### src/rtl/pipe_ctrl_pkg.sv
// Shared definitions for the RV32I pipeline control logic.
//   ctrl_state_e : hazard-controller FSM states
//   OP_LOAD/OP_STORE : RV32 major opcodes for memory instructions
//   REG_IDX_W : architectural register index width
package pipe_ctrl_pkg;

    localparam int unsigned REG_IDX_W = 5;

    localparam logic [6:0] OP_LOAD  = 7'b0000011;
    localparam logic [6:0] OP_STORE = 7'b0100011;

    typedef enum logic [1:0] {
        RUN      = 2'd0,
        MEM_WAIT = 2'd1,
        FLUSH    = 2'd2
    } ctrl_state_e;

endpackage

### src/rtl/forward_unit.sv
// MW -> DE operand forwarding select generation (purely combinational).
// Ports:
//   rs1_de, rs2_de : source register indices of the DE/EX instruction
//   rd_mw          : destination register index of the MW instruction
//   reg_wr_mw      : MW instruction writes the register file
//   stall_mw       : MW register is held (writeback value not yet valid)
//   for_a, for_b   : select MW writeback value for operand A / B
module forward_unit
    import pipe_ctrl_pkg::*;
(
    input  logic [REG_IDX_W-1:0] rs1_de,
    input  logic [REG_IDX_W-1:0] rs2_de,
    input  logic [REG_IDX_W-1:0] rd_mw,
    input  logic                 reg_wr_mw,
    input  logic                 stall_mw,
    output logic                 for_a,
    output logic                 for_b
);

    logic fwd_ok;

    // x0 is never forwarded; load data is not valid while MW is stalled.
    assign fwd_ok = reg_wr_mw & (rd_mw != '0) & ~stall_mw;
    assign for_a  = fwd_ok & (rd_mw == rs1_de);
    assign for_b  = fwd_ok & (rd_mw == rs2_de);

endmodule

### src/rtl/pipe_hazard_ctrl.sv
// Stall / flush / forwarding controller for the 3-stage RV32I pipeline.
// Sequences multi-cycle data-memory accesses with a bounded wait and issues
// flushes for taken branches, traps and memory timeouts.
// Ports:
//   clk, rst              : clock, synchronous active-high reset
//   rs1_DE, rs2_DE, rd_MW : register indices for forwarding compare
//   reg_wrMW              : MW instruction writes the register file
//   mem_rdMW, mem_wrMW    : MW instruction is a load / store
//   dmem_ready            : data memory completes the MW access this cycle
//   br_taken, trap_taken  : branch redirect from DE/EX, trap redirect from CSR
//   Stall_IF, Stall_MW    : hold PC + IF/DE, hold MW register
//   Flush_DE, Flush_MW    : squash IF/DE, clear MW controls
//   For_A, For_B          : operand forwarding selects
//   mem_timeout           : one-cycle pulse for an abandoned memory access
// MEM_TIMEOUT must lie in 1..255 and 2**CNT_W must exceed it.
module pipe_hazard_ctrl
    import pipe_ctrl_pkg::*;
#(
    parameter int unsigned MEM_TIMEOUT = 15,
    parameter int unsigned CNT_W       = 8
) (
    input  logic                 clk,
    input  logic                 rst,
    input  logic [REG_IDX_W-1:0] rs1_DE,
    input  logic [REG_IDX_W-1:0] rs2_DE,
    input  logic [REG_IDX_W-1:0] rd_MW,
    input  logic                 reg_wrMW,
    input  logic                 mem_rdMW,
    input  logic                 mem_wrMW,
    input  logic                 dmem_ready,
    input  logic                 br_taken,
    input  logic                 trap_taken,
    output logic                 Stall_IF,
    output logic                 Stall_MW,
    output logic                 Flush_DE,
    output logic                 Flush_MW,
    output logic                 For_A,
    output logic                 For_B,
    output logic                 mem_timeout
);

    localparam logic [CNT_W-1:0] TIMEOUT_CNT = CNT_W'(MEM_TIMEOUT);
    localparam logic [CNT_W-1:0] CNT_ONE     = CNT_W'(1);

    ctrl_state_e      state_q, state_d;
    logic [CNT_W-1:0] cnt_q, cnt_d;
    logic             to_q, to_d;

    logic mem_pend;
    logic stall;
    logic in_flush;

    assign mem_pend = (mem_rdMW | mem_wrMW) & ~dmem_ready;

    // State register
    always_ff @(posedge clk) begin
        if (rst) begin
            state_q <= RUN;
            cnt_q   <= '0;
            to_q    <= 1'b0;
        end else begin
            state_q <= state_d;
            cnt_q   <= cnt_d;
            to_q    <= to_d;
        end
    end

    // Next-state logic. The counter and timeout cause only survive while
    // waiting / flushing; every other path clears them.
    always_comb begin
        state_d = state_q;
        cnt_d   = '0;
        to_d    = 1'b0;
        unique case (state_q)
            RUN: begin
                if (trap_taken) begin
                    state_d = FLUSH;
                end else if (mem_pend) begin
                    state_d = MEM_WAIT;
                    cnt_d   = CNT_ONE;
                end
            end
            MEM_WAIT: begin
                if (trap_taken) begin
                    state_d = FLUSH;
                end else if (dmem_ready) begin
                    state_d = RUN;
                end else if (cnt_q == TIMEOUT_CNT) begin
                    state_d = FLUSH;
                    to_d    = 1'b1;
                end else begin
                    cnt_d = cnt_q + CNT_ONE;
                end
            end
            FLUSH: begin
                // Single-cycle squash; a trap arriving now is ignored.
                state_d = RUN;
            end
            default: begin
                state_d = RUN;
            end
        endcase
    end

    // Output logic. Trap/timeout flush outranks the memory stall, which in
    // turn holds off a branch flush until the pipeline is released.
    always_comb begin
        in_flush    = (state_q == FLUSH);
        stall       = mem_pend & ~trap_taken & ~in_flush;
        Stall_IF    = stall;
        Stall_MW    = stall;
        Flush_MW    = in_flush | trap_taken;
        Flush_DE    = in_flush | trap_taken | (br_taken & ~stall);
        mem_timeout = in_flush & to_q;
    end

    forward_unit u_forward_unit (
        .rs1_de    (rs1_DE),
        .rs2_de    (rs2_DE),
        .rd_mw     (rd_MW),
        .reg_wr_mw (reg_wrMW),
        .stall_mw  (stall),
        .for_a     (For_A),
        .for_b     (For_B)
    );

endmodule

### config.mk
export PLATFORM = sky130hd
export DESIGN_NAME = pipe_hazard_ctrl
export DESIGN_NICKNAME = d
export VERILOG_FILES = /design/src/rtl/pipe_ctrl_pkg.sv /design/src/rtl/forward_unit.sv /design/src/rtl/pipe_hazard_ctrl.sv
export SDC_FILE = /design/constraint.sdc
export NUM_CORES = 1
export LEC_CHECK = 0
export CAP_MARGIN = 40
export CORE_UTILIZATION = 35
export DETAILED_ROUTE_END_ITERATION = 12
export PLACE_DENSITY_LB_ADDON = 0.3
export SLEW_MARGIN = 25
export SYNTH_ARGS = -nofsm -noshare
export SYNTH_HDL_FRONTEND = slang
export SYNTH_HIERARCHICAL = 1
export SYNTH_SLANG_ARGS = --single-unit
### constraint.sdc
create_clock -name clk -period 1.7 [get_ports clk]
set_input_delay 0.17 -clock clk [delete_from_list [all_inputs] [get_ports clk]]
set_output_delay 0.17 -clock clk [all_outputs]
set_load 0.01 [all_outputs]
# After elaboration in Yosys (flattened, before gate mapping)

Cells that the tools add are included.
Widths: inputs -> output; s select.

Register bits after elaboration: 11
Bits in latches: 0
RAM bits: 0
Memory bits (read-only): 0
Input bits: 23
Output and inout bits: 7
Word-level logic and storage cells: 45
Memories kept: 0

Add/subtract/negate cells: 1
Multipliers: 0
Div/mod/pow operators: 0
Magnitude comparators: 0
Eq/ne operators: 7
Shift-type cells: 0
Mux-type cells: 13
Bitwise operators: 17
Reductions and logical operators: 4

Operator list:

| kind                | count |
|---|---|
| $mux 8              | 3 |
| $pmux 8 s2          | 1 |
| $eq 5x5->1          | 2 |
| $mux 2              | 5 |
| $and 1x1->1         | 9 |
| $add 8x1->8 const B | 1 |
| $eq 8x4->1 const B  | 1 |
| $not 1->1           | 5 |
| $reduce_bool 5->1   | 1 |
| $ne 4x4->1 const B  | 1 |
| $pmux 2 s2          | 1 |
| $reduce_or 4->1     | 1 |
| $mux 1              | 3 |
| $ne 3x3->1 const B  | 1 |
| $or 1x1->1          | 3 |
| $eq 2x1->1 const B  | 1 |
| $eq 2x2->1 const B  | 1 |
| $logic_not 2->1     | 1 |
| $reduce_and 2->1    | 1 |

# Depth between registers and ports, before layout

Depth after elaboration: 7
Depth in mapped cells: 6
Gate-level depth less buffers: 6

# By module

Netlist, hierarchy kept.

By module, submodules not included:

| module           | times used | cells an instance | area each (µm²) | sequential area each (µm²) |
|---|---|---|---|---|
| pipe_hazard_ctrl | 1          | 60                | 549.3           | 220.2 |
| forward_unit     | 1          | 17                | 132.6           | 0.0 |

# Worst setup path before layout

No wires, ideal clock.

Kind: register to output
Start point: register state_q[1]
End point: output For_A
Arrival time: 1.401 ns
Data required time: 1.530 ns
Slack: 0.129 ns
Cell stages (with the launch flop): 6
Buffers on the path: 0
Path through: dfxtp_1 -> a21o_1 -> nor3_1 -> nor2b_1 -> o21ai_2 -> nor4_1

Cells in the longest elaborated chain, start to end: 6

RTL lines:

| what                   | line                    | RTL |
|---|---|---|
| start, declared        | pipe_hazard_ctrl.sv:45  | `ctrl_state_e state_q, state_d;` |
| start signal, assigned | pipe_hazard_ctrl.sv:62  | `state_q <= state_d;` |
| $eq 2x2->1             | pipe_hazard_ctrl.sv:108 | `in_flush = (state_q == FLUSH);` |
| $not 1->1              | pipe_hazard_ctrl.sv:109 | `stall = mem_pend & ~trap_taken & ~in_flush;` |
| $and 1x1->1            | pipe_hazard_ctrl.sv:109 |  |
| net Stall_IF           | pipe_hazard_ctrl.sv:33  | `output logic Stall_IF,` |
| $not 1->1              | forward_unit.sv:23      | `assign fwd_ok = reg_wr_mw & (rd_mw != '0) & ~stall_mw;` |
| $and 1x1->1            | forward_unit.sv:23      |  |
| $and 1x1->1            | forward_unit.sv:24      | `assign for_a = fwd_ok & (rd_mw == rs1_de);` |
| end, declared          | pipe_hazard_ctrl.sv:37  | `output logic For_A,` |

The timed path passes the listed nets, and every way through them passes these cells.

# Worst setup path in the final report

Start point: input mem_wrMW
End point: output For_A

Cells in the longest elaborated chain, start to end: 7

RTL lines:

| what                      | line                    | RTL |
|---|---|---|
| start, declared           | pipe_hazard_ctrl.sv:29  | `input logic mem_wrMW,` |
| $or 1x1->1                | pipe_hazard_ctrl.sv:53  | `assign mem_pend = (mem_rdMW \| mem_wrMW) & ~dmem_ready;` |
| $and 1x1->1               | pipe_hazard_ctrl.sv:53  |  |
| $and 1x1->1 (2 in series) | pipe_hazard_ctrl.sv:109 |  |
| $not 1->1                 | forward_unit.sv:23      |  |
| $and 1x1->1               | forward_unit.sv:23      |  |
| $and 1x1->1               | forward_unit.sv:24      |  |

Every way passes these cells.

==> metrics.cfg <==
[drt]
viasPerCell=4.94
wirelength_mm=1.67
drtAntennaViolNets=0
drt_first_pass_iters=6
drcViolationCount=0
vias=712
initialDrtViolationCount=7
wire_per_inst_um=11.6

[clock_tree]
htreeDepth=1
cts-root-buf=clkbuf_4
cts_tree=yes
cts.sinks=11
cts_buffers=3
clock_latency_ns=0.26
clockBufferDepth=2
clk_pin_slew_ns=0.07

[yosys]
yosysWarnings=6
synth_fp_nets=101
synth_commonest_cells=11 x dfxtp_1, 7 x xnor2_1, 5 x a21oi_1, 5 x or3_1
synth_edf_count=0
yosysMostFrequentCell=dfxtp_1
synth_top_area_share_pct=32.3
synth_flop_cell=dfxtp_1
async_reset_ff_share_pct=0
ys_seq_area_share_pct=32.3
synth_cell_types=33
synth_area_leaders=dfxtp_1 32%, xnor2_1 9.0%, xor2_1 5.1%
synth_area_leader_cell=dfxtp_1
synthCells=77
ys_ff_latch=11
netlist_area_um2=682
syn_avg_cell_area_um2=8.86

[power_and_ir_drop]
p_leak_nw=0.395
finalPower_uw=587
ir_drop_mv=0.311
p_per_area_nw_per_um2=523

[sta]
fin_tns_setup_ns=-0.0393
setup_viol=1
fmax_mhz=575
min_period_ns=1.74
whs_ns=0.520
final-hold-violation-count=0
setup_ws_ns=-0.0393
finClkSkew_ns=0.000771
rsz0062_at_grt=yes
worst_pin_slew_ns=0.329
finalMaxSlewViolations=0
relSlewSlack_pct=77.8
fin_crit_sh_pct=102

[place]
gp_congestion=0.737
dp.cells=139
dp_slack_ns=-0.464
port_buffers=29
hpwl_mm=1.36
place_area_um2=1060

[die]
io_pins=30
die_w_um=46.1
coreArea_um2=1780
die_h_um=46.1
dieArea_um2=2130
rows=15
initial_core_util_pct=38.2

[worst_setup_path]
path_max_fanout=2
path_class=in -> out
start_kind=input port
cp.required_ns=1.53
end_kind=primary output
crit_slowest_cell=clkdlybuf4s50_1
arrival_ns=1.57
critPathTopFamily=simple AND/OR/NAND/NOR gates
slowest_delay_ns=0.43
path_cells=clkdlybuf4s50_1 > nor2_2 > nor3_4 > nor2b_2 > o21ai_4 > nor4_2 > buf_2
critPathBufInv=2

[min_path]
hold_path_class=reg -> reg

[cells_and_area]
drive_above_1_share_pct=24.4
design_area_um2=1120
area_growth_pct=64.4
final_util_pct=62.9
final_cells=144
antenna_cells=0
fill_cells=172
layout.nets=144

[global_routing]
antenna_found_initial=0
grt_pass1_wl_mm=2.60
grt_pass1_vias=610
track_usage_pct=17.4
grt-ovfl-total=0
grt_max_degree=9

[status]
status=finished, violations left
violations=setup timing

[run]
drv_cap=0

[logic make-up (layout without fill, tap and decap cells)]
logic type	after synthesis	after routing	synth area share, %
compound gates	19	19	18.5
xor+xnor	11	11	14.1
fa+ha+maj	1	1	1.83
buf+inv	5	47	3.30
flops	11	11	32.3
simple gates	30	30	29.9
[state kept, by name, summed over array words and instances, names as in the netlist]
register / flops
cnt_q: 8
state_q: 2
to_q: 1
[path summary, 6_finish.rpt]
kind	depth (start not counted)	to	slack [ns]	startpoint
worst min-delay path	2	cnt_q[7]	0.52	cnt_q[7]
worst min register to register	2	cnt_q[7]	0.52	cnt_q[7]
worst max register to register	4	cnt_q[6]	0.32	cnt_q[0]
worst max-delay path	7	For_A	-0.04	mem_wrMW
[cell type report]
type	instances	area, um2	area share (%)
flip-flops and latches	11	221	19.8
clock buffers	4	26.3	2.34
inverters	4	15.0	1.34
well taps	25	31.3	2.79
repair buffers	39	348	31.0
multi-input cells	61	479	42.7
[where the power goes]
group / leakage [nW] / total [mW] / switching [mW] / internal (mW)
logic: 0.291 / 0.150 / 0.0577 / 0.0924
registers: 0.0894 / 0.263 / 0.00245 / 0.261
clock network: 0.0150 / 0.173 / 0.0825 / 0.0907
[cell usage in the layout (no fill, tap or decap), types with 2 or more instances in the layout]
cell type,instances
or4_4,2
clkdlybuf4s50_1,21
or3_1,5
dfxtp_1,10
dlygate4sd2_1,6
clkbuf_4,3
xor2_1,4
buf_2,2
buf_4,10
xnor2_1,7
nand2_1,3
nor4_2,3
nand3_1,3
nor2_1,3
inv_1,3
o21ai_0,4
nor3_1,2
a21oi_1,5
[per-layer routing]
layer / up-vias / track usage (%) / wire [um]
met4: 0 / 7.06 / 0
met5: - / 0 / 0
li1: 373 / - / -
met1: 327 / 21.9 / 736
met2: 12 / 29.3 / 903
met3: 0 / 2.35 / 32
[what timing repair did]
item	in CTS	in global routing
hold buffers	0	0
setup endpoints to repair	5	3
pin swaps	4	3
endpoints found under the hold margin	0	0
gates resized for setup	22	4
setup buffers	0	1
[tightest hold or removal path: cells and delay by family, from the launching register on]
kind            cells  cell delay (ns)
flops               1             0.33
compound gates      2             0.14
No activity file was read; power rests on OpenSTA's default activity.
